**config.mk**
```make
export PLATFORM = sky130hd
export DESIGN_NAME = mux_nx1_pipe
export DESIGN_NICKNAME = d
export VERILOG_FILES = /design/src/rtl/mips_dp_pkg.sv /design/src/rtl/dp_skid_buffer.sv /design/src/rtl/mux_nx1_pipe.sv
export SDC_FILE = /design/constraint.sdc
export NUM_CORES = 1
export LEC_CHECK = 0
export BUFFER_PORTS_ARGS = -buffer_cell sky130_fd_sc_hd__buf_2
export CAP_MARGIN = 15
export CORE_ASPECT_RATIO = 0.9
export CORE_MARGIN = 4
export CORE_UTILIZATION = 35
export CTS_CLUSTER_DIAMETER = 150
export DETAILED_ROUTE_END_ITERATION = 6
export SKIP_LAST_GASP = 1
export SLEW_MARGIN = 20
export SYNTH_ARGS = -nofsm -noshare
export SYNTH_HDL_FRONTEND = slang
export SYNTH_HIERARCHICAL = 1
export SYNTH_SLANG_ARGS = --single-unit
```
**constraint.sdc**
```tcl
create_clock -name clk -period 12.3 [get_ports clk]
set_input_delay 2.46 -clock clk [delete_from_list [all_inputs] [get_ports clk]]
set_output_delay 2.46 -clock clk [all_outputs]
set_load 0.005 [all_outputs]
```
**src/rtl/mips_dp_pkg.sv**
```systemverilog
// Shared definitions for the pipelined MIPS datapath: default word width,
// select-width helper and the skid-buffer occupancy states.
package mips_dp_pkg;

    localparam int DATA_W = 32;

    typedef enum logic [1:0] {
        EMPTY = 2'd0,
        ONE   = 2'd1,
        FULL  = 2'd2
    } buf_state_t;

    // A binary select always needs at least one bit, even for a 1- or 2-way mux.
    function automatic int clog2_min1(input int n);
        return (n <= 2) ? 1 : $clog2(n);
    endfunction

endpackage

```
**src/rtl/dp_skid_buffer.sv**
```systemverilog
// Two-entry valid/ready skid buffer with synchronous flush. in_ready is taken
// straight from registers, so there is no combinational path from out_ready.
module dp_skid_buffer
    import mips_dp_pkg::*;
#(
    parameter int W = DATA_W + 1
) (
    input  logic         clk,
    input  logic         rst_n,
    input  logic         flush,
    input  logic [W-1:0] in_data,
    input  logic         in_valid,
    output logic         in_ready,
    output logic [W-1:0] out_data,
    output logic         out_valid,
    input  logic         out_ready
);

    buf_state_t   state_q, state_d;
    logic [W-1:0] main_q, main_d;
    logic [W-1:0] skid_q, skid_d;
    logic         rdy_q;
    logic         accept, xfer;

    // rdy_q keeps in_ready low while reset is held and for the edge it is released on.
    assign in_ready  = rdy_q && (state_q != FULL);
    assign out_valid = (state_q != EMPTY);
    assign out_data  = main_q;
    assign accept    = in_valid && in_ready;
    assign xfer      = out_valid && out_ready;

    always_ff @(posedge clk or negedge rst_n) begin
        if (!rst_n) begin
            state_q <= EMPTY;
            rdy_q   <= 1'b0;
            main_q  <= '0;
        end else begin
            state_q <= state_d;
            rdy_q   <= 1'b1;
            main_q  <= main_d;
        end
    end

    // Skid contents are meaningless unless state_q is FULL, so they need no reset.
    always_ff @(posedge clk) begin
        skid_q <= skid_d;
    end

    always_comb begin
        state_d = state_q;
        main_d  = main_q;
        skid_d  = skid_q;
        if (flush) begin
            state_d = EMPTY;
        end else begin
            unique case (state_q)
                EMPTY: begin
                    if (accept) begin
                        main_d  = in_data;
                        state_d = ONE;
                    end
                end
                ONE: begin
                    if (accept && xfer) begin
                        main_d = in_data;
                    end else if (accept) begin
                        skid_d  = in_data;
                        state_d = FULL;
                    end else if (xfer) begin
                        state_d = EMPTY;
                    end
                end
                FULL: begin
                    if (xfer) begin
                        main_d  = skid_q;
                        state_d = ONE;
                    end
                end
                default: state_d = EMPTY;
            endcase
        end
    end

endmodule

```
**src/rtl/mux_nx1_pipe.sv**
```systemverilog
// N:1 datapath multiplexer feeding a registered, back-pressurable skid buffer;
// sel_err is carried through the buffer alongside the selected word.
module mux_nx1_pipe
    import mips_dp_pkg::*;
#(
    parameter int WIDTH    = DATA_W,
    parameter int N_IN     = 3,
    parameter int SEL_W    = clog2_min1(N_IN),
    parameter bit ZERO_BAD = 1'b1
) (
    input  logic                  clk,
    input  logic                  rst_n,
    input  logic [N_IN*WIDTH-1:0] in_data,
    input  logic [SEL_W-1:0]      sel,
    input  logic                  in_valid,
    output logic                  in_ready,
    input  logic                  flush,
    output logic [WIDTH-1:0]      out_data,
    output logic                  out_valid,
    input  logic                  out_ready,
    output logic                  sel_err
);

    logic [WIDTH-1:0] chan [N_IN];
    logic [WIDTH-1:0] sel_word;
    logic             sel_hit;
    logic [WIDTH:0]   buf_out;

    for (genvar k = 0; k < N_IN; k++) begin : g_chan
        assign chan[k] = in_data[k*WIDTH +: WIDTH];
    end

    // A select that matches no channel falls back to zero or channel 0 and flags the word.
    always_comb begin
        sel_hit  = 1'b0;
        sel_word = ZERO_BAD ? '0 : chan[0];
        for (int k = 0; k < N_IN; k++) begin
            if (sel == SEL_W'(k)) begin
                sel_hit  = 1'b1;
                sel_word = chan[k];
            end
        end
    end

    dp_skid_buffer #(
        .W (WIDTH + 1)
    ) u_skid (
        .clk       (clk),
        .rst_n     (rst_n),
        .flush     (flush),
        .in_data   ({~sel_hit, sel_word}),
        .in_valid  (in_valid),
        .in_ready  (in_ready),
        .out_data  (buf_out),
        .out_valid (out_valid),
        .out_ready (out_ready)
    );

    assign sel_err  = buf_out[WIDTH];
    assign out_data = buf_out[WIDTH-1:0];

endmodule

```
==> key figures <==
Outcome
  – Outcome: complete, no violations

Critical path
  – Startpoint types: input pin
  – CP endpoint kind: register
  – Critical Path End: u_skid/out_data[30]
  – CP cell instances: buf_2, nor2b_4, buf_12, o2bb2ai_2, mux2i_1, o21ai_0
  – R2R Setup Slk: 10,530 ps
  – Reg-to-Reg End: u_skid/out_data[31]
  – CP arrival: 4480 ps
  – Req. time, crit path: 12,530 ps
  – CP peak stage delay: 740 ps
  – CP Class: in -> reg
  – R2r worst-path depth: 4
  – FF-to-FF Start: u_skid/state_q[1]
  – Max Fanout on Critical Path: 34
  – Critical path startpoint: sel[1]
  – Crit-path slowest cell: buf_2

Layout
  – Commonest non-fill, non-tap cells in the layout: buf_2 (137), mux2i_1 (66), nand2_1 (36), dfrtp_1 (36), edfxtp_1 (33)
  – Core Util, Final: 45.86%
  – Reg area: 1892 um2
  – Area of the multi-input gates: 1564 um2
  – Layout cells sized above 1: 46.73%
  – Leading cell type in the layout, fill and taps excluded: buf_2
  – Antenna Cells: 0
  – Area Growth Syn to Fin: 28.15%
  – Fillcell total: 975
  – Nets@finish: 511

Place
  – PortBufs: 137
  – GP Congestion: 0.7845
  – Post-DP HPWL: 5.785 mm

Drt
  – DRC errors left: 0
  – Final ANT Viol Nets: 0
  – Vias per inst: 4.742
  – Initial drt markers: 91
  – Routed wire length: 8.423 mm
  – Via count: 2,570
  – First-pass DRT Iterations: 4
  – Routed len/inst: 15.54 um

Clock tree
  – Clk buf depth: 2
  – Post-CTS Setup Inserts: 0
  – Clk Latency, worst-skew pair: 320 ps
  – Reg clk slew, reported paths: 60 ps
  – Num CTS Buffers: 9
  – H-tree depth: 3
  – CTS Sinks: 69
  – Clock root buffer: clkbuf_16
  – CTS tree: done
  – CTS Hold Bufs: 0
  – Cts repair resizes: 0

STA
  – Final setup TNS: 0 ps
  – Worst-Margin Slew: 993.9 ps
  – Worst Clk Skew: 10.47 ps
  – Max Clock Freq: 235.4 MHz
  – RSZ-0062 raised after global routing: no
  – Max Transition Viols Final: 0
  – Worst hold slack: 471.3 ps
  – Relative max-transition margin: 33.74%
  – Number of hold violations in the final report: 0
  – Period minus WS final: 4248 ps
  – Final cycle utilization of the critical path: 34.54%
  – Final setup fails: 0

Die
  – Starting Density: 35.79%
  – Die area: 12,180 um2
  – Die W: 115.9 um
  – CORE AREA: 10,250 um2
  – FP Rows: 35
  – Die Span Y: 105.1 um
  – I/O pin count: 138

Synth
  – Synth Warn #: 6
  – Post-synthesis cell count: 277
  – Sequential area share after synthesis: 51.59%
  – Synth Cell Area: 3667 um2
  – Register bit total from synthesis: 69
  – Yosys cell types: 28
  – Primary FF master, synth: dfrtp_1
  – Async S/R FF share, synth: 52.17%
  – Syn avg cell area: 13.24 um2
  – Net count after synthesis: 380
  – Post-synth EDFFs: 33

Power
  – P_int: 503.9 uW
  – Clk pwr share: 42.8%
  – Sw frac: 23.95%
  – LEAKAGE: 2.041 nW
  – Gate power share: 15.5%
  – Seq pwr share: 41.8%
  – Maximum vdd drop: 0.09905 mV
  – Overall Power: 662.6 uW
  – Net Switching: 158.7 uW
  – Power per Cell Area: 141.0 nW/um2

Global routing
  – Largest net degree at the start of global routing: 67
  – Total grt overflow: 0
  – Vias in the first global route: 2,568
  – Tot GR Track Use: 13.63%
  – Global-route wire length before repair: 13.10 mm
  – Initial antenna violation count: 1

Run
  – MaxCap Viol Count: 0

Hold path
  – Hold Path Class: reg -> reg
  – Worst hold stages: 2
[critical path, delay by kind of cell]
| family | cells | cell delay [ps] |
|---|---|---|
| AOI/OAI and AO/OA | 2 | 300 |
| muxes | 1 | 90 |
| and+or+nand+nor | 1 | 610 |
| buffers and inverters | 2 | 1000 |
[synth_stat cells, types with 2 or more instances]
| library cell | instances | area (um2) |
|---|---|---|
| inv_1 | 2 | 7.510 |
| edfxtp_1 | 33 | 991.0 |
| o21ai_1 | 10 | 50.05 |
| o21ai_0 | 24 | 120.1 |
| clkbuf_1 | 2 | 7.510 |
| nor2_1 | 3 | 11.26 |
| buf_2 | 3 | 15.01 |
| nand2_1 | 36 | 135.1 |
| buf_4 | 6 | 45.04 |
| buf_6 | 8 | 90.09 |
| buf_12 | 3 | 60.06 |
| o2bb2ai_1 | 2 | 17.52 |
| o2bb2ai_2 | 30 | 450.4 |
| dfrtp_1 | 36 | 900.9 |
| mux2i_1 | 66 | 660.6 |
[layer usage]
metal,wire length [um],GRT usage (%),up-vias
li1,-,-,1287
met1,3705,18.06,1198
met2,4071,22.14,79
met3,602,3.648,4
met4,37,3.231,2
met5,7,0,-
[metrics by stage]
step | area [um2] | setup WS (ps) | instances
2_1_floorplan | 3667 | 5992 | 277
3_3_place_gp | 4344 | 7426 | 525
3_5_place_dp | 4344 | 7311 | 525
4_1_cts | 4679 | 7636 | 541
5_1_grt | 4700 | 7862 | 542
6_report | 4700 | 8052 | 542
[layout make-up]
type                    count  share of cell area [%]
clock inverters             5                   1.757
well taps                 129                   3.435
multi-input cells         183                   33.28
inverters                   3                  0.2396
repair buffers            142                   15.65
clock buffers              11                   5.378
flip-flops and latches     69                   40.26
[worst min path at each step]
| stage | end | startpoint | slack [ps] |
|---|---|---|---|
| after floorplan | u_skid/out_data[10] | u_skid/out_data[10] | 470 |
| after global placement | u_skid/out_data[29] | u_skid/out_data[29] | 460 |
| after detailed placement | u_skid/out_data[20] | u_skid/out_data[20] | 470 |
| after CTS | u_skid/out_data[20] | u_skid/out_data[20] | 480 |
| after global routing | u_skid/out_data[5] | u_skid/out_data[5] | 500 |
| final | u_skid/out_data[12] | u_skid/out_data[12] | 470 |
[registers in the layout, indices dropped and copies added (netlist names)]
signal / cells
u_skid/out_data: 33
u_skid/state_q: 2
u_skid/rdy_q: 1
u_skid/skid_q: 33
[power by group through the flow]
stage	Clock, mW	Combinational (mW)	Sequential (mW)
floorplan	0	0.0536	0.282
global placement	0	0.102	0.281
detailed placement	0	0.105	0.282
CTS	0.291	0.105	0.277
global route	0.302	0.115	0.280
finish	0.283	0.103	0.277
[cell families after synthesis]
| kind of cell | Yosys count | share of synthesized area [%] |
|---|---|---|
| simple gates | 47 | 5.834 |
| buf+inv | 25 | 6.244 |
| flops | 69 | 51.59 |
| mux | 66 | 18.01 |
| other cells | 1 | 0.1023 |
| compound gates | 69 | 18.22 |
No activity file was read; power rests on OpenSTA's default activity.
